File: config.mk
export PLATFORM = sky130hd
export DESIGN_NAME = bus_transfer_sequencer_flat
export DESIGN_NICKNAME = d
export VERILOG_FILES = /design/src/rtl/cpu_bus_pkg.sv /design/src/rtl/bus_transfer_sequencer_if.sv /design/src/rtl/cmd_fifo.sv /design/src/rtl/bus_transfer_sequencer.sv /design/src/flat_wrapper.sv
export SDC_FILE = /design/constraint.sdc
export NUM_CORES = 1
export LEC_CHECK = 0
export CAP_MARGIN = 0
export CORE_ASPECT_RATIO = 0.5
export CORE_MARGIN = 10
export CORE_UTILIZATION = 40
export DETAILED_ROUTE_END_ITERATION = 16
export RECOVER_POWER = 50
export SLEW_MARGIN = 10
export SYNTH_ARGS = -nofsm -noshare
export SYNTH_HDL_FRONTEND = slang
export SYNTH_SLANG_ARGS = --single-unit
export TNS_END_PERCENT = 20
File: constraint.sdc
create_clock -name clk -period 2.2 [get_ports clk]
set_clock_uncertainty 0.05 [all_clocks]
set_input_delay 0.55 -clock clk [delete_from_list [all_inputs] [get_ports clk]]
set_output_delay 0.55 -clock clk [all_outputs]
set_load 0.02 [all_outputs]
File: src/rtl/cpu_bus_pkg.sv
// Shared types for the bus transfer sequencer.
//   seq_state_e : sequencer FSM states
//   cmd_t       : queued transfer command, sized for the largest legal register count
//   BusWidth    : width of the internal data bus the sequenced registers share
package cpu_bus_pkg;

  localparam int unsigned BusWidth = 8;
  localparam int unsigned MaxRegs  = 16;
  localparam int unsigned MaxSrcW  = 4;

  typedef enum logic [1:0] {
    StIdle,
    StDrive,
    StLoad,
    StRelease
  } seq_state_e;

  // Fields are zero-extended when a block is built with fewer than MaxRegs registers.
  typedef struct packed {
    logic [MaxSrcW-1:0] src;
    logic [MaxRegs-1:0] dst;
  } cmd_t;

endpackage

File: src/rtl/bus_transfer_sequencer_if.sv
// Command and strobe bundle of the bus transfer sequencer.
//   cmd_valid/cmd_ready : command handshake
//   cmd_src             : source register index
//   cmd_dst             : destination register bitmask
//   bus_enable/load     : per-register drive / capture strobes
//   busy/done/err       : status
// master = command issuer / strobe observer, slave = sequencer.
interface bus_transfer_sequencer_if #(
  parameter int unsigned NUM_REGS = 4
) ();

  localparam int unsigned SrcW = (NUM_REGS > 1) ? $clog2(NUM_REGS) : 1;

  logic                cmd_valid;
  logic                cmd_ready;
  logic [SrcW-1:0]     cmd_src;
  logic [NUM_REGS-1:0] cmd_dst;
  logic [NUM_REGS-1:0] bus_enable;
  logic [NUM_REGS-1:0] load;
  logic                busy;
  logic                done;
  logic                err;

  modport master (
    output cmd_valid, cmd_src, cmd_dst,
    input  cmd_ready, bus_enable, load, busy, done, err
  );

  modport slave (
    input  cmd_valid, cmd_src, cmd_dst,
    output cmd_ready, bus_enable, load, busy, done, err
  );

endinterface

File: src/rtl/cmd_fifo.sv
// Synchronous FIFO with full/empty flags and asynchronous active-high reset.
//   clk, reset  : clock, async reset (empties the queue)
//   push, wdata : write strobe and data, ignored while full
//   pop, rdata  : read strobe and head data (rdata valid while !empty)
//   full, empty : occupancy flags
module cmd_fifo #(
  parameter int unsigned WIDTH = 8,
  parameter int unsigned DEPTH = 4
) (
  input  logic             clk,
  input  logic             reset,
  input  logic             push,
  input  logic [WIDTH-1:0] wdata,
  input  logic             pop,
  output logic [WIDTH-1:0] rdata,
  output logic             full,
  output logic             empty
);

  localparam int unsigned AddrW = $clog2(DEPTH);

  // Pointers carry one wrap bit so full and empty are distinguishable.
  logic [AddrW:0]   wr_ptr_q, rd_ptr_q;
  logic [WIDTH-1:0] mem_q [DEPTH];
  logic             do_push, do_pop;

  assign full    = (wr_ptr_q[AddrW] != rd_ptr_q[AddrW]) &&
                   (wr_ptr_q[AddrW-1:0] == rd_ptr_q[AddrW-1:0]);
  assign empty   = (wr_ptr_q == rd_ptr_q);
  assign do_push = push && !full;
  assign do_pop  = pop && !empty;
  assign rdata   = mem_q[rd_ptr_q[AddrW-1:0]];

  always_ff @(posedge clk or posedge reset) begin
    if (reset) begin
      wr_ptr_q <= '0;
      rd_ptr_q <= '0;
    end else begin
      if (do_push) wr_ptr_q <= wr_ptr_q + (AddrW+1)'(1);
      if (do_pop)  rd_ptr_q <= rd_ptr_q + (AddrW+1)'(1);
    end
  end

  always_ff @(posedge clk) begin
    if (do_push) mem_q[wr_ptr_q[AddrW-1:0]] <= wdata;
  end

endmodule

File: src/rtl/bus_transfer_sequencer.sv
// Sequences register-to-register moves over the shared internal data bus.
//   clk, reset : clock, async active-high reset (strobes drop immediately)
//   bus        : slave side of bus_transfer_sequencer_if
//                cmd_valid/cmd_ready/cmd_src/cmd_dst in, bus_enable/load strobes out,
//                busy level, done and err single-cycle pulses
// Commands are validated on accept, queued in cmd_fifo and executed as
// DRIVE (SETTLE_CYCLES) -> LOAD (1) -> RELEASE (1, bus dead cycle).
module bus_transfer_sequencer
  import cpu_bus_pkg::*;
#(
  parameter int unsigned NUM_REGS      = 4,
  parameter int unsigned FIFO_DEPTH    = 4,
  parameter int unsigned SETTLE_CYCLES = 1
) (
  input logic                      clk,
  input logic                      reset,
  bus_transfer_sequencer_if.slave  bus
);

  localparam int unsigned SrcW = (NUM_REGS > 1) ? $clog2(NUM_REGS) : 1;
  localparam int unsigned CntW = (SETTLE_CYCLES > 1) ? $clog2(SETTLE_CYCLES) : 1;

  function automatic logic [NUM_REGS-1:0] onehot(input logic [MaxSrcW-1:0] idx);
    onehot = {{(NUM_REGS-1){1'b0}}, 1'b1} << idx;
  endfunction

  logic [SrcW-1:0]     cmd_src;
  logic [NUM_REGS-1:0] cmd_dst;
  logic [MaxSrcW-1:0]  src_ext;
  logic                src_ok, dst_hits_src, cmd_invalid;
  logic                accept, push, pop;
  logic                fifo_full, fifo_empty;
  logic [$bits(cmd_t)-1:0] fifo_rdata;
  cmd_t                push_cmd, head;

  seq_state_e          state_q;
  logic [CntW-1:0]     cnt_q;
  logic [NUM_REGS-1:0] dst_q;
  logic [NUM_REGS-1:0] bus_enable_q, load_q;
  logic                done_q, err_q;

  assign cmd_src = bus.cmd_src;
  assign cmd_dst = bus.cmd_dst;
  assign src_ext = MaxSrcW'(cmd_src);

  // An out-of-range source shifts the one-hot out entirely, so dst_hits_src stays 0.
  assign src_ok       = 32'(src_ext) < NUM_REGS;
  assign dst_hits_src = |(cmd_dst & onehot(src_ext));
  assign cmd_invalid  = !src_ok || (cmd_dst == '0) || dst_hits_src;

  assign accept = bus.cmd_valid && !fifo_full;
  assign push   = accept && !cmd_invalid;
  assign pop    = !fifo_empty && ((state_q == StIdle) || (state_q == StRelease));

  always_comb begin
    push_cmd     = '0;
    push_cmd.src = src_ext;
    push_cmd.dst = MaxRegs'(cmd_dst);
  end

  assign head = cmd_t'(fifo_rdata);

  // Destination bits above NUM_REGS are always zero in the queue.
  logic unused_head_dst;
  assign unused_head_dst = ^head.dst;

  cmd_fifo #(
    .WIDTH ($bits(cmd_t)),
    .DEPTH (FIFO_DEPTH)
  ) u_cmd_fifo (
    .clk   (clk),
    .reset (reset),
    .push  (push),
    .wdata (push_cmd),
    .pop   (pop),
    .rdata (fifo_rdata),
    .full  (fifo_full),
    .empty (fifo_empty)
  );

  // Strobes are registered alongside the state so every output comes straight from a flop.
  always_ff @(posedge clk or posedge reset) begin
    if (reset) begin
      state_q      <= StIdle;
      cnt_q        <= '0;
      dst_q        <= '0;
      bus_enable_q <= '0;
      load_q       <= '0;
      done_q       <= 1'b0;
      err_q        <= 1'b0;
    end else begin
      done_q <= 1'b0;
      err_q  <= accept && cmd_invalid;
      case (state_q)
        StIdle, StRelease: begin
          if (pop) begin
            state_q      <= StDrive;
            cnt_q        <= '0;
            dst_q        <= head.dst[NUM_REGS-1:0];
            bus_enable_q <= onehot(head.src);
          end else begin
            state_q      <= StIdle;
            bus_enable_q <= '0;
          end
          load_q <= '0;
        end
        StDrive: begin
          if (cnt_q == CntW'(SETTLE_CYCLES - 1)) begin
            state_q <= StLoad;
            load_q  <= dst_q;
          end else begin
            cnt_q <= cnt_q + CntW'(1);
          end
        end
        StLoad: begin
          state_q      <= StRelease;
          bus_enable_q <= '0;
          load_q       <= '0;
          done_q       <= 1'b1;
        end
        default: begin
          state_q      <= StIdle;
          bus_enable_q <= '0;
          load_q       <= '0;
        end
      endcase
    end
  end

  assign bus.cmd_ready  = !fifo_full;
  assign bus.bus_enable = bus_enable_q;
  assign bus.load       = load_q;
  assign bus.done       = done_q;
  assign bus.err        = err_q;
  assign bus.busy       = (state_q != StIdle) || !fifo_empty;

`ifndef SYNTHESIS
  a_single_driver : assert property (@(posedge clk) disable iff (reset)
    $onehot0(bus_enable_q));
  a_load_has_driver : assert property (@(posedge clk) disable iff (reset)
    (load_q != '0) |-> (bus_enable_q != '0));
  a_no_self_load : assert property (@(posedge clk) disable iff (reset)
    (load_q & bus_enable_q) == '0);
`endif

endmodule

File: src/flat_wrapper.sv
// flat-port wrapper written by rule: the top's interface ports become plain ports
module bus_transfer_sequencer_flat import cpu_bus_pkg::*;
#(
  parameter int unsigned NUM_REGS      = 4,
  parameter int unsigned FIFO_DEPTH    = 4,
  parameter int unsigned SETTLE_CYCLES = 1
)
  (clk, reset, bus_cmd_valid, bus_cmd_src, bus_cmd_dst, bus_cmd_ready, bus_bus_enable, bus_load, bus_busy, bus_done, bus_err);
  bus_transfer_sequencer_if #(.NUM_REGS(NUM_REGS)) bus_i ();
  input logic clk;
  input logic reset;
  input wire logic [$bits(bus_i.cmd_valid)-1:0] bus_cmd_valid;
  input wire logic [$bits(bus_i.cmd_src)-1:0] bus_cmd_src;
  input wire logic [$bits(bus_i.cmd_dst)-1:0] bus_cmd_dst;
  output wire logic [$bits(bus_i.cmd_ready)-1:0] bus_cmd_ready;
  output wire logic [$bits(bus_i.bus_enable)-1:0] bus_bus_enable;
  output wire logic [$bits(bus_i.load)-1:0] bus_load;
  output wire logic [$bits(bus_i.busy)-1:0] bus_busy;
  output wire logic [$bits(bus_i.done)-1:0] bus_done;
  output wire logic [$bits(bus_i.err)-1:0] bus_err;
  assign bus_i.cmd_valid = bus_cmd_valid;
  assign bus_i.cmd_src = bus_cmd_src;
  assign bus_i.cmd_dst = bus_cmd_dst;
  assign bus_cmd_ready = bus_i.cmd_ready;
  assign bus_bus_enable = bus_i.bus_enable;
  assign bus_load = bus_i.load;
  assign bus_busy = bus_i.busy;
  assign bus_done = bus_i.done;
  assign bus_err = bus_i.err;
  bus_transfer_sequencer #(.NUM_REGS(NUM_REGS), .FIFO_DEPTH(FIFO_DEPTH), .SETTLE_CYCLES(SETTLE_CYCLES)) u_core (.clk(clk), .reset(reset), .bus(bus_i));
endmodule
Word-level counts from Yosys, hierarchy flattened --
Memory sizes are Yosys's and may differ from the RTL's. Cells that the tools add are included.
Storage, ports and cells: memories kept 1, flip-flop bits (word level) 23, output and inout bits 12, RAM bits 24
Memories:
- u_core.u_cmd_fifo.mem_q | words 4, bits a word 6, read ports 1, clocked after memory_dff 0, write ports 1, RTL line cmd_fifo.sv:24 | logic [WIDTH-1:0] mem_q [DEPTH];
Cells by class: shifts and indexed selects 2, reduce and logical (&&, ||, !) cells 25, equality and inequality tests 8, order comparisons 1, $add $sub $neg 3, bitwise operators 1, multiplexer cells 13
Operators with widths (count):
- $pmux 4 s2 | 2
- $mux 4 | 2
- $logic_and 1x1->1 | 7
- $add 3x1->3 const B | 2
- $mux 1 | 6
- $pmux 2 s3 | 1
- $reduce_bool 2->1 | 3
- $and 4x4->4 | 1
- $eq 2x2->1 const B | 2
- $logic_not 1->1 | 4
- $logic_not 4->1 | 1
- $logic_or 1x1->1 | 4
- $ne 2x2->1 const B | 2
- $reduce_and 2->1 | 2
- $reduce_or 4->1 | 1
- $shl 1x2->4 const A | 1
- $shl 1x4->4 const A | 1
- $eq 3x3->1 | 1
- $lt 2x3->1 const B | 1
- $reduce_or 3->1 | 1
- $eq 2x1->1 const B | 1
- $eq 2x2->1 | 1
- $logic_not 2->1 | 1
- $mux 2 | 1
- other kinds (4) | 4

Depth between registers and ports, before layout --
Gate-level depths: netlist (run 1).
depth after elaboration 9, mapped depth 6, mapped depth without buffers 5

Modules after synthesis --
A second synthesis (run 1) with hierarchy kept.
Unflattened totals: cells, all modules 209, area, all modules 4073.9 um^2
Modules (own cells, without submodules):
- cmd_fifo | instances 1, area each 3402.0 um^2, cells an instance 155
- bus_transfer_sequencer | instances 1, area each 671.9 um^2, cells an instance 54

Worst setup path before layout (run 1) --
OpenSTA, ideal clock, no wires.
kind input to register, start point input bus_cmd_src[1], end point memory u_core.u_cmd_fifo.mem_q[1][0] (netlist name) (enable), data required time 1.846 ns, setup time 0.304 ns, stages on the path 4, arrival time 1.592 ns, buffers on the path 0, setup slack 0.254 ns, cell sequence mux4_2 > nor2_4 > and3_4 > and2_2
Between the ends: longest elaborated chain between the ends 9
RTL lines:
- start, declared | RTL line flat_wrapper.sv:13 | input wire logic [$bits(bus_i.cmd_src)-1:0] bus_cmd_src;
- $lt 2x3->1 / $shl 1x2->4 (equally long branches) | RTL line bus_transfer_sequencer.sv:47, bus_transfer_sequencer.sv:24
- $logic_not 1->1 / $and 4x4->4 (equally long branches) | RTL line bus_transfer_sequencer.sv:49, bus_transfer_sequencer.sv:48
- $logic_or 1x1->1 / $reduce_or 4->1 (equally long branches) | RTL line bus_transfer_sequencer.sv:49, bus_transfer_sequencer.sv:48
- $logic_or 1x1->1 * | RTL line bus_transfer_sequencer.sv:49 | assign cmd_invalid = !src_ok || (cmd_dst == '0) || dst_hits_src;
- $logic_not 1->1 * | RTL line bus_transfer_sequencer.sv:52 | assign push = accept && !cmd_invalid;
- $logic_and 1x1->1 * | RTL line bus_transfer_sequencer.sv:52
- $logic_and 1x1->1 * | RTL line cmd_fifo.sv:30 | assign do_push = push && !full;
- $mux 1 * | RTL line cmd_fifo.sv:45 | if (do_push) mem_q[wr_ptr_q[AddrW-1:0]] <= wdata;
- $mux 1 (not written as such) * | RTL line cmd_fifo.sv:45
- end, declared | RTL line cmd_fifo.sv:24
Every way passes the cells marked *; elsewhere a longest branch is shown, timed or not.

Final worst setup path (run 1) --
start point input bus_cmd_dst[2], end point memory u_core.u_cmd_fifo.mem_q[0][2] (netlist name) (enable)
Between the ends: longest elaborated chain between the ends 8
RTL lines:
- start, declared | RTL line flat_wrapper.sv:14 | input wire logic [$bits(bus_i.cmd_dst)-1:0] bus_cmd_dst;
- $and 4x4->4 / $logic_not 4->1 (equally long branches) | RTL line bus_transfer_sequencer.sv:48, bus_transfer_sequencer.sv:49
- $reduce_or 4->1 / $logic_or 1x1->1 (equally long branches) | RTL line bus_transfer_sequencer.sv:48, bus_transfer_sequencer.sv:49
- $logic_or 1x1->1 * | RTL line bus_transfer_sequencer.sv:49
- $logic_not 1->1 * | RTL line bus_transfer_sequencer.sv:52
- $logic_and 1x1->1 * | RTL line bus_transfer_sequencer.sv:52
- $logic_and 1x1->1 * | RTL line cmd_fifo.sv:30
- $mux 1 * | RTL line cmd_fifo.sv:45
- $mux 1 (not written as such) * | RTL line cmd_fifo.sv:45
Marks and branches as above.

==> results.cfg, run 1 <==
[sta]
post-route-period-util_pct = 95.71
slew_viol_final = 0
slew-limit-headroom_pct = 18.38
whs_ns = 0.4357
worstMarginPinSlew_ns = 1.224
hold_violations = 0
setup_viol = 0
rsz0062_at_grt = no
period_minus_slack_ns = 2.106
fmax_ghz = 0.4749

[critical_path]
crit_family = simple AND/OR/NAND/NOR gates
critPathBufInv = 1
critPathCaptureType = register
crit_fanout = 6
cp_slowest_stage_delay_ns = 0.50
path_class = in2reg
cp-start-kind = input pin
cp.arrival_ns = 2.08
slowest_stage = mux4_2
path_cells = clkdlybuf4s50_1 > mux4_2 > nor2_4 > and3_4 > and2_4
required_ns = 2.17

[pwr]
irDropWorstVdd_mv = 0.4711
combinationalPowerShare_pct = 45.4
intPower_mw = 2.199
p_total_mw = 3.383
p_sw_share_pct = 35.00
power_density_mw_per_mm2 = 1422
leakagePower_nw = 0.9196
clockPowerShare_pct = 15.7
p_seq_share_pct = 38.9
p_sw_mw = 1.184

[global_routing]
antenna_found_initial = 0
grt_first_pass_wirelength_um = 5747
grtUsageTotal_pct = 8.869
grt_overflow = 0
grt_pass1_vias = 1055
grt_max_degree = 23

[routing]
via_per_inst = 4.680
drt_iter0_markers = 67
vias = 1025
wl_um = 3582
drc = 0
ant_nets = 0
detail_route.wl_per_cell_um = 16.36
first_pass_iters = 4

[yosys]
syn_inst = 114
ys_warn_count = 0
avgSynthCellArea_sq_um = 17.07
async_flop_share_pct = 47.83
synth-seq-cells = 46
yosys.area.top_type = edfxtp_1
synth_edf_count = 24
yosys.cell_types.count = 31
synth_area_sq_mm = 0.001946
ys_seq_area_share_pct = 65.34
yosys-top-cells-area = edfxtp_1 37%, dfrtp_1 28%, mux4_2 8.1%, ha_1 5.1%, mux2_2 3.5%
ys.flop_type = edfxtp_1
synth_nets = 131
netlist.area_leader.share_pct = 37.04

[clock_network]
htree_levels = 2
cts_setup_buffers = 0
clkSlewWorstSetupHoldPaths_ns = 0.09
clockBufferDepth = 2
cts_tree = yes
insertion_delay_ns = 0.30
clkSinkCount = 46
hold_buffers = 0
numCtsBuffers = 5
root_buffer = clkbuf_8

[flow_run]
maxCapViolCount = 0

[floorplan]
coreArea_sq_mm = 0.004552
ios = 21
start_util_pct = 42.74
dieArea_sq_mm = 0.008223
die_y_um = 69.32
fp-row-count = 17
dieWidth_um = 118.6

[cells_and_area]
num_antenna_cells = 0
layout-drive-gt1-share_pct = 26.14
fill_cells = 374
areaGrowthSynthToFinish_pct = 22.31
fin_nets = 169
postLayoutCoreUtil_pct = 52.28
final_cells = 219

[placement]
post-dp-hpwl_um = 2783
place_inst = 211
gp_congestion = 0.7865
portBuffers = 20

[status]
status = completed

[min_path]
hp-class = reg2reg
[through the flow]
| step | setup slack (ns) | setup TNS [ns] | area (sq um) |
|---|---|---|---|
| 2_1_floorplan | 0.2545 | 0 | 1946 |
| 3_3_place_gp | -0.3248 | -7.791 | 2311 |
| 3_5_place_dp | -0.3540 | -8.503 | 2311 |
| 4_1_cts | -0.02880 | -0.4433 | 2402 |
| 5_1_grt | 0.005958 | 0 | 2380 |
| 6_report | 0.09439 | 0 | 2380 |
[power by group through the flow]
stage / Clock [mW] / Combinational (mW) / Sequential [mW]
after floorplan: 0 / 1.02 / 1.40
after global placement: 0 / 1.54 / 1.34
after detailed placement: 0 / 1.58 / 1.34
after CTS: 0.545 / 1.57 / 1.32
after global routing: 0.581 / 1.69 / 1.34
final: 0.531 / 1.53 / 1.32
[layout make-up]
class	instances	area, sq um	share of cell area (%)
clock inverters	3	25.02	1.052
well taps	66	82.58	3.470
clock buffers	5	68.82	2.892
multi-input cells	60	636.9	26.76
inverters	5	18.77	0.7886
repair buffers	34	276.5	11.62
flip-flops and latches	46	1271	53.42
[what timing repair did]
item	4_1_cts	5_1_grt
endpoints found under the setup margin	20	24
pin swaps	1	1
resized for setup	2	4
[Yosys cell counts (all sizes together), types with 2 or more instances]
library cell	number
edfxtp	24
dfrtp	22
ha	8
nand2	8
and2	7
mux2	7
mux4	7
inv	5
xnor2	5
nor2	3
o21ai	3
buf	2
nand3	2
xor2	2
[layout by cell type, fill, tap and decap left out, types with 2 or more instances in the layout]
master / count
nand2_1: 7
ha_1: 8
o21ai_0: 2
clkbuf_1: 7
and2_1: 3
and2_4: 3
nand3_1: 2
buf_4: 7
dfrtp_1: 22
nor2_1: 2
dlygate4sd3_1: 2
mux2_2: 6
clkbuf_8: 5
xnor2_1: 3
clkdlybuf4s50_1: 15
inv_1: 5
edfxtp_1: 24
mux4_2: 7
xor2_1: 2
dlygate4sd2_1: 2
[state kept, by name, summed over array words and instances (netlist names)]
| signal | flops |
|---|---|
| u_core.bus.load | 4 |
| u_core.dst_q | 4 |
| u_core.u_cmd_fifo.wr_ptr_q | 3 |
| u_core.u_cmd_fifo.rd_ptr_q | 3 |
| u_core.bus.err | 1 |
| u_core.bus.bus_enable | 4 |
| u_core.state_q | 2 |
| u_core.bus.done | 1 |
| u_core.u_cmd_fifo.mem_q | 24 |
[worst paths after layout]
check	startpoint	to	slack (ns)	cells after the start
min in group asynchronous	reset	u_core.bus.done$_DFF_PP0_	1.03	3
setup / recovery	bus_cmd_dst[2]	u_core.u_cmd_fifo.mem_q[0][2]$_DFFE_PP_	0.09	5
max in group asynchronous	reset	u_core.bus.load[1]$_DFF_PP0_	0.35	3
hold / removal	u_core.dst_q[2]$_DFFE_PP0P_	u_core.bus.load[2]$_DFF_PP0_	0.44	1
hold reg to reg	u_core.dst_q[2]$_DFFE_PP0P_	u_core.bus.load[2]$_DFF_PP0_	0.44	1
setup reg to reg	u_core.u_cmd_fifo.rd_ptr_q[0]$_DFFE_PP0P_	u_core.bus.bus_enable[2]$_DFFE_PP0P_	0.52	4
[per-layer routing]
metal,GRT usage (%),share of wire [%],vias to the layer above
met5,0,0,-
met4,3.995,1.4,0
met3,3.239,6.2,5
met2,11.54,42,24
met1,12.57,51,509
li1,-,-,487
[kinds of logic after synthesis]
logic type,count (synthesis),synth area share (%)
flip-flops,46,65.34
AND/OR/NAND/NOR,26,8.297
multiplexers,14,12.35
buffers and inverters,8,2.122
adder cells (fa/ha/maj),8,5.145
XOR/XNOR,7,4.502
AO/OA/AOI/OAI,5,2.251
Note: power is estimated with default switching activity, not from simulation.
==> inputs of run 2 (changes only) <==
--- a/config.mk
+++ b/config.mk
@@ -13,3 +13,3 @@
 export RECOVER_POWER = 50
-export SLEW_MARGIN = 10
+export SLEW_MARGIN = 40
 export SYNTH_ARGS = -nofsm -noshare
--- a/constraint.sdc
+++ b/constraint.sdc
@@ -4,2 +4,2 @@
 set_output_delay 0.55 -clock clk [all_outputs]
-set_load 0.02 [all_outputs]
+set_load 0.005 [all_outputs]
==> results.cfg, run 2 (same netlist as run 1, synthesis figures left out) <==
[floorplan]
dieWidth_um = 118.6
coreArea_sq_mm = 0.004552
start_util_pct = 42.74
dieArea_sq_mm = 0.008223
ios = 21
fp-row-count = 17
die_y_um = 69.32

[critical_path]
cp.arrival_ns = 2.05
startpoint = bus_cmd_dst[2]
crit_end = u_core.u_cmd_fifo.mem_q[0][2]$_DFFE_PP_
crit_fanout = 6
path_class = in2reg
cp-start-kind = input pin
rr_startpoint = u_core.u_cmd_fifo.wr_ptr_q[1]$_DFFE_PP0P_
required_ns = 2.16
reg2regPathDepth = 4
rrSetupSlack_ns = 0.50
r2r-end = u_core.dst_q[3]$_DFFE_PP0P_
critPathCaptureType = register

[global_routing]
grtUsageTotal_pct = 8.786
grt_pass1_vias = 1049
antenna_found_initial = 0
grt_overflow = 0
grt_max_degree = 23
grt_first_pass_wirelength_um = 5740

[routing]
first_pass_iters = 4
wl_um = 3500
ant_nets = 0
detail_route.wl_per_cell_um = 15.84
drt_iter0_markers = 102
vias = 1005
drc = 0
via_per_inst = 4.548

[min_path]
hold_path_startpoint = u_core.dst_q[2]$_DFFE_PP0P_
hp-class = reg2reg

[clock_network]
clkSinkCount = 46
htree_levels = 2
cts_tree = yes
insertion_delay_ns = 0.29
root_buffer = clkbuf_8
clockBufferDepth = 2
numCtsBuffers = 5
clkSlewWorstSetupHoldPaths_ns = 0.08

[sta]
post-route-period-util_pct = 95.16
setup_tns_ns = 0
hold_violations = 0
fmax_ghz = 0.4777
setup_viol = 0
worstMarginPinSlew_ns = 1.197
period_minus_slack_ns = 2.093
rsz0062_at_grt = no
slew-limit-headroom_pct = 20.20
slew_viol_final = 0
whs_ns = 0.4337

[pwr]
power_density_mw_per_mm2 = 1448
irDropWorstVdd_mv = 0.5640
leakagePower_nw = 0.9514

[flow_run]
maxCapViolCount = 0

[cells_and_area]
layout-drive-gt1-share_pct = 28.39
largest_register_ffs = 24
multi_input_area_sq_um = 636.9
areaGrowthSynthToFinish_pct = 25.47
fill_cells = 387
num_antenna_cells = 0
fin_nets = 171
most-common-layout-cells = 24 x edfxtp_1, 20 x dfrtp_1, 16 x clkdlybuf4s50_1
layout_commonest_cell = edfxtp_1
seq_area_sq_mm = 0.001274

[placement]
post-dp-hpwl_um = 2704
portBuffers = 20
gp_congestion = 0.7879

[status]
status = completed
## run 2: per-stage QoR
stage	instance area [sq um]	total power, mW	setup WS (ns)	util, %	instances
2_1_floorplan	1946	2.305	0.2546	-	114
3_3_place_gp	2296	2.737	-0.3233	50.44	209
3_5_place_dp	2296	2.773	-0.3554	50.44	209
4_1_cts	2460	3.580	-0.001816	54.04	220
5_1_grt	2441	3.764	0.04532	53.63	221
6_report	2441	3.535	0.1065	53.63	221
## run 2: timing repair
item	4_1_cts	5_1_grt
setup endpoints to repair	20	18
pin swaps	2	1
gates resized for setup	7	1
buffers inserted	3	1
hold buffers	0	0
## run 2: report_power, final
part | leakage, nW | switching (mW) | internal, mW
sequential | 0.490 | 0.156 | 1.17
combinational | 0.393 | 0.638 | 0.831
clock | 0.0683 | 0.283 | 0.455
total | 0.951 | 1.08 | 2.46
## run 2: layout make-up
| type | count | share of cell area, % |
|---|---|---|
| clock buffer | 5 | 2.819 |
| clock inverter | 3 | 2.819 |
| inverter | 5 | 0.7688 |
| multi-input combinational | 60 | 26.09 |
| sequential | 46 | 52.18 |
| tap | 66 | 3.383 |
| timing repair buffer | 36 | 11.94 |
## run 2: worst max-delay path, stage by stage
cell and delay (ns):
clkdlybuf4s50_1 0.51, clkbuf_1 0.27, nor4_1 0.08, buf_4 0.14
nor2_4 0.08, and3_4 0.23, and2_4 0.19
## run 2: worst min path at each step
stage                                         to  cells after the start
finish              u_core.bus.load[2]$_DFF_PP0_                      1
global route        u_core.bus.load[2]$_DFF_PP0_                      1
floorplan           u_core.bus.load[0]$_DFF_PP0_                      1
detailed placement  u_core.bus.load[2]$_DFF_PP0_                      1
global placement    u_core.bus.load[2]$_DFF_PP0_                      1
CTS                 u_core.bus.load[2]$_DFF_PP0_                      1
## run 2: layer usage
layer / vias up / track usage, % / wire [um]
met5: - / 0 / 0
met1: 489 / 11.76 / 1724
li1: 490 / - / -
met2: 24 / 12.33 / 1511
met3: 2 / 3.644 / 236
met4: 0 / 3.196 / 27
==> inputs of run 3 (changes only) <==
CORE_MARGIN = 5   (was 10)
SYNTH_HIERARCHICAL = 1   (was unset)
==> results.cfg, run 3 <==
[status]
status = completed

[critical_path]
slowest_stage = dfrtp_2
required_ns = 1.60
cp-start-kind = register
critPathCaptureType = output port
cp.arrival_ns = 1.56
cp_slowest_stage_delay_ns = 0.44
crit_fanout = 3
path_cells = buf_4 > xnor2_4 > nand3_2 > inv_2 > inv_1 > dlygate4sd2_1
path_class = reg2out

[global_routing]
antenna_found_initial = 0
grt_max_degree = 20
grt_pass1_vias = 1476
grtUsageTotal_pct = 13.42
grt_overflow = 0
grt_first_pass_wirelength_um = 7686

[clock_network]
htree_levels = 2
insertion_delay_ns = 0.29
clockBufferDepth = 2
cts_tree = yes
numCtsBuffers = 5
clkSinkCount = 54
clkSlewWorstSetupHoldPaths_ns = 0.08
root_buffer = clkbuf_16
hold_buffers = 0

[cells_and_area]
fin_nets = 228
finalInstanceArea_sq_mm = 0.003193
layout_commonest_cell = edfxtp_1
most-common-layout-cells = 32 x edfxtp_1, 23 x buf_4, 21 x dfrtp_1
final_cells = 285
largest_register_ffs = 32
areaGrowthSynthToFinish_pct = 35.17
num_antenna_cells = 0
layout-drive-gt1-share_pct = 35.38

[yosys]
avgSynthCellArea_sq_um = 15.85
ys_warn_count = 6
syn_inst = 149
synth_area_sq_mm = 0.002362

[routing]
drc = 0
vias = 1372
wl_um = 4548
ant_nets = 0
drt_iter0_markers = 82
via_per_inst = 4.814
detail_route.wl_per_cell_um = 15.96
first_pass_iters = 4

[floorplan]
dieArea_sq_mm = 0.007636
dieWidth_um = 118.7
start_util_pct = 42.11
ios = 21
fp-row-count = 19
coreArea_sq_mm = 0.005610
die_y_um = 64.34

[pwr]
p_total_mw = 4.445
irDropWorstVdd_mv = 0.6463
leakagePower_nw = 1.288
power_density_mw_per_mm2 = 1392

[placement]
portBuffers = 20
gp_congestion = 0.8467
post-dp-hpwl_um = 3354
postPlaceCellArea_sq_mm = 0.002893
place_inst = 269

[sta]
period_minus_slack_ns = 2.163
rsz0062_at_grt = yes
hold_violations = 0
fmax_ghz = 0.4624
setup_viol = 0
post-route-period-util_pct = 98.31
worstMarginPinSlew_ns = 0.6076
slew_viol_final = 0
slew-limit-headroom_pct = 59.45

[flow_run]
maxCapViolCount = 0

[min_path]
hp-class = reg2reg
run 3: area by class of cell:
cell class | count | area, sq um
Clock inverter | 3 | 28.78
Tap cell | 73 | 91.34
Clock buffer | 5 | 125.1
Timing Repair Buffer | 55 | 509.2
Sequential cell | 54 | 1513
Multi-Input combinational cell | 83 | 880.8
Inverter | 12 | 45.04
Fill cell | 455 | 2417
run 3: where the power goes:
group | switching, mW | internal, mW
logic | 1.05 | 1.14
registers | 0.120 | 1.33
clock network | 0.371 | 0.434
run 3: metal layers:
metal	routed length (um)	up-vias	part of all wire, %	GRT usage (%)
met5	0	-	0	0
met4	70	0	1.5	5.195
met3	227	4	5.0	3.524
met2	2124	27	47	22.05
met1	2126	686	47	17.30
li1	-	655	-	-
run 3: per-stage QoR:
stage,hold slack (ns),util (%),setup slack [ns],setup TNS (ns)
floorplan,0.2910,-,0.06306,0
global placement,0.4121,51.56,-0.4453,-13.44
detailed placement,0.4231,51.56,-0.4921,-15.26
CTS,0.4402,56.04,0.01731,0
global route,0.4687,56.91,-0.04376,-0.1446
finish,0.4366,56.91,0.03723,0
run 3: worst max-delay path: cells and delay by family (launching register included):
kind / cells / cell delay [ns]
xor gates and xnor gates: 1 / 0.17
DFF: 1 / 0.44
and+or+nand+nor: 1 / 0.12
buffers and inverters: 4 / 0.53
run 3: what timing repair did:
item,4_1_cts,5_1_grt
setup endpoints to repair,36,41
pin swaps,4,2
gates resized for setup,16,9
gates cloned,1,0
buffers inserted,5,2
run 3: final timing paths:
path,from,endpoint,slack (ns),cells after the start
setup / recovery,u_core/u_cmd_fifo/rd_ptr_q[0]$_DFFE_PP0P_,bus_cmd_ready,0.04,6
hold / removal,u_core/dst_q[2]$_DFFE_PP0P_,u_core/bus.load[2]$_DFF_PP0_,0.44,1
setup reg to reg,u_core/u_cmd_fifo/rd_ptr_q[0]$_DFFE_PP0P_,u_core/bus.bus_enable[1]$_DFFE_PP0P_,0.07,5
hold reg to reg,u_core/dst_q[2]$_DFFE_PP0P_,u_core/bus.load[2]$_DFF_PP0_,0.44,1
max in group asynchronous,reset,u_core/bus.bus_enable[0]$_DFFE_PP0P_,0.89,2
min in group asynchronous,reset,u_core/u_cmd_fifo/rd_ptr_q[2]$_DFFE_PP0P_,0.68,2
==> variant, RTL diff (flow settings as in run 2) <==
Re-encode `seq_state_e` (4 states) as one-hot, 4 bits wide.
--- a/src/rtl/cpu_bus_pkg.sv
+++ b/src/rtl/cpu_bus_pkg.sv
@@ -8,11 +8,11 @@
   localparam int unsigned MaxRegs  = 16;
   localparam int unsigned MaxSrcW  = 4;
 
-  typedef enum logic [1:0] {
-    StIdle,
-    StDrive,
-    StLoad,
-    StRelease
+  typedef enum logic [3:0] {
+    StIdle    = 4'b0001,
+    StDrive   = 4'b0010,
+    StLoad    = 4'b0100,
+    StRelease = 4'b1000
   } seq_state_e;
 
   // Fields are zero-extended when a block is built with fewer than MaxRegs registers.
Behaviour: no difference found for any inputs over 10 cycles, from zero or initial values and one cycle with reset high; not proved beyond that.
==> variant against run 2 <==
- die area rose by 2.2%
- sequential cell count rose by 2
- fmax fell by 3.6%
- synthesized cell count rose by 0.88%
- clock power fell by 16%
- wire length rose by 1.5%
- worst setup slack got worse by 79 ps
- global-route usage rose by 0.63 points
- synthesized area rose by 2.8%
- total power fell by 9.5%
- utilization fell by 3.2 points
- cell area rose by 1.0%
- register-to-register slack got worse by 70 ps
- critical path depth fell by 3
==> variant: results (changes against run 2) <==
Critical path
  – Setup slack on the worst flop-to-flop path: 430 ps (-70 ps)
  – Arrival @ worst endpoint: 2120 ps (+70 ps)
  – Maximum fanout encountered on the critical timing path: 7 (+1)

STA
  – Max-slew headroom: 0.433 (+0.231)
  – Worst hold slack: 443 ps (+8.94 ps)
  – Crit share post-route: 0.987 (+0.0358)

Detailed routing
  – Number of design-rule violations left by the first detailed-router iteration: 32 (-69%)
  – Post-detailed-route wirelength per cell: 15.9 um (+0.18%)
  – Routed met2 length: 1620 um (+6.9%)
  – Met3 layer wire length in the routed design: 136 um (-42%)
  – Vias/cell: 4.76 (+4.6%)

Synth
  – Synthesized-area fraction occupied by ao, oa, aoi and oai cells: 0.0288 (+0.00626)
  – Proportion of synthesized area in mux cells: 0.126 (+0.00223)
  – Synth Net Count: 129 (-1.5%)
  – Largest cells by area after synthesis: edfxtp_1 36%, dfrtp_1 29%, mux4_1 7.9%, ha_1 3.1%, mux2_4 3.0%
  – Async set-or-reset flop fraction in the synthesized netlist: 0.500 (+0.0217)
  – Commonest cells in the synthesized netlist: 24 x edfxtp_1, 23 x dfrtp_1, 6 x inv_1, 6 x mux4_1
  – Area share of xor/xnor cells in the synthesized design: 0.0432 (-0.00186)

Cells and area
  – Count of multi-input gates: 58 (-3.3%)
  – Number of buffers other than clock buffers in the final layout: 34 (-5.6%)
  – Proportion of final cell area spent on non-clock buffers: 0.111 (-0.00832)
  – Sequential cell area: 1320 um^2 (+3.9%)
  – Fill count: 418 (+8.0%)
  – Number of nets in the final layout: 167 (-2.3%)

Place
  – HPWL after detailed placement: 2750 um (+1.6%)
  – Placed standard-cell area: 2350 um^2 (+2.3%)
  – Placed instance count: 215 (+2.9%)
  – Last weighted congestion value of the routability-driven placer: 0.825 (+4.7%)

Clock network
  – Post-CTS setup buffer count: 1 (-2)
  – Number of gates resized after CTS: 8 (+1)
  – Clk sink count: 48 (+4.3%)

Power
  – PwrDens: 1300 nW/um^2 (-10%)
  – Leakage power: 0.991 nW (+4.1%)
  – Part of the power in the clock network: 0.194 (-0.015)
  – Worst IR drop on VDD: 393 uV (-30%)

Global routing
  – Vias in the first global route: 1096 (+4.5%)
  – Met2 layer usage reported by global route: 0.138 (+0.0150)
  – Global-route wire length before repair: 6110 um (+6.5%)

Die
  – Site Rows: 18 (+1)

Outcome
  – Result of the run: completed
variant: final timing paths:
| kind | start | to | cells past startpoint |
|---|---|---|---|
| min in group asynchronous | reset | u_core.bus.bus_enable[1]$_DFFE_PP0P_ | 3 |
| worst min-delay path | u_core.dst_q[3]$_DFFE_PP0P_ | u_core.bus.load[3]$_DFF_PP0_ | 1 |
| worst max-delay path | bus_cmd_src[1] | u_core.u_cmd_fifo.mem_q[3][4]$_DFFE_PP_ | 4 |
| worst min register to register | u_core.dst_q[3]$_DFFE_PP0P_ | u_core.bus.load[3]$_DFF_PP0_ | 1 |
| worst max register to register | u_core.state_q[0]$_DFF_PP1_ | u_core.u_cmd_fifo.rd_ptr_q[1]$_DFFE_PP0P_ | 4 |
| max in group asynchronous | reset | u_core.state_q[3]$_DFF_PP0_ | 3 |
variant: critical path: cells and delay by family:
| kind | cells | cell delay, ps |
|---|---|---|
| buffers and inverters | 1 | 540 |
| multiplexers | 1 | 530 |
| AND/OR/NAND/NOR | 2 | 500 |
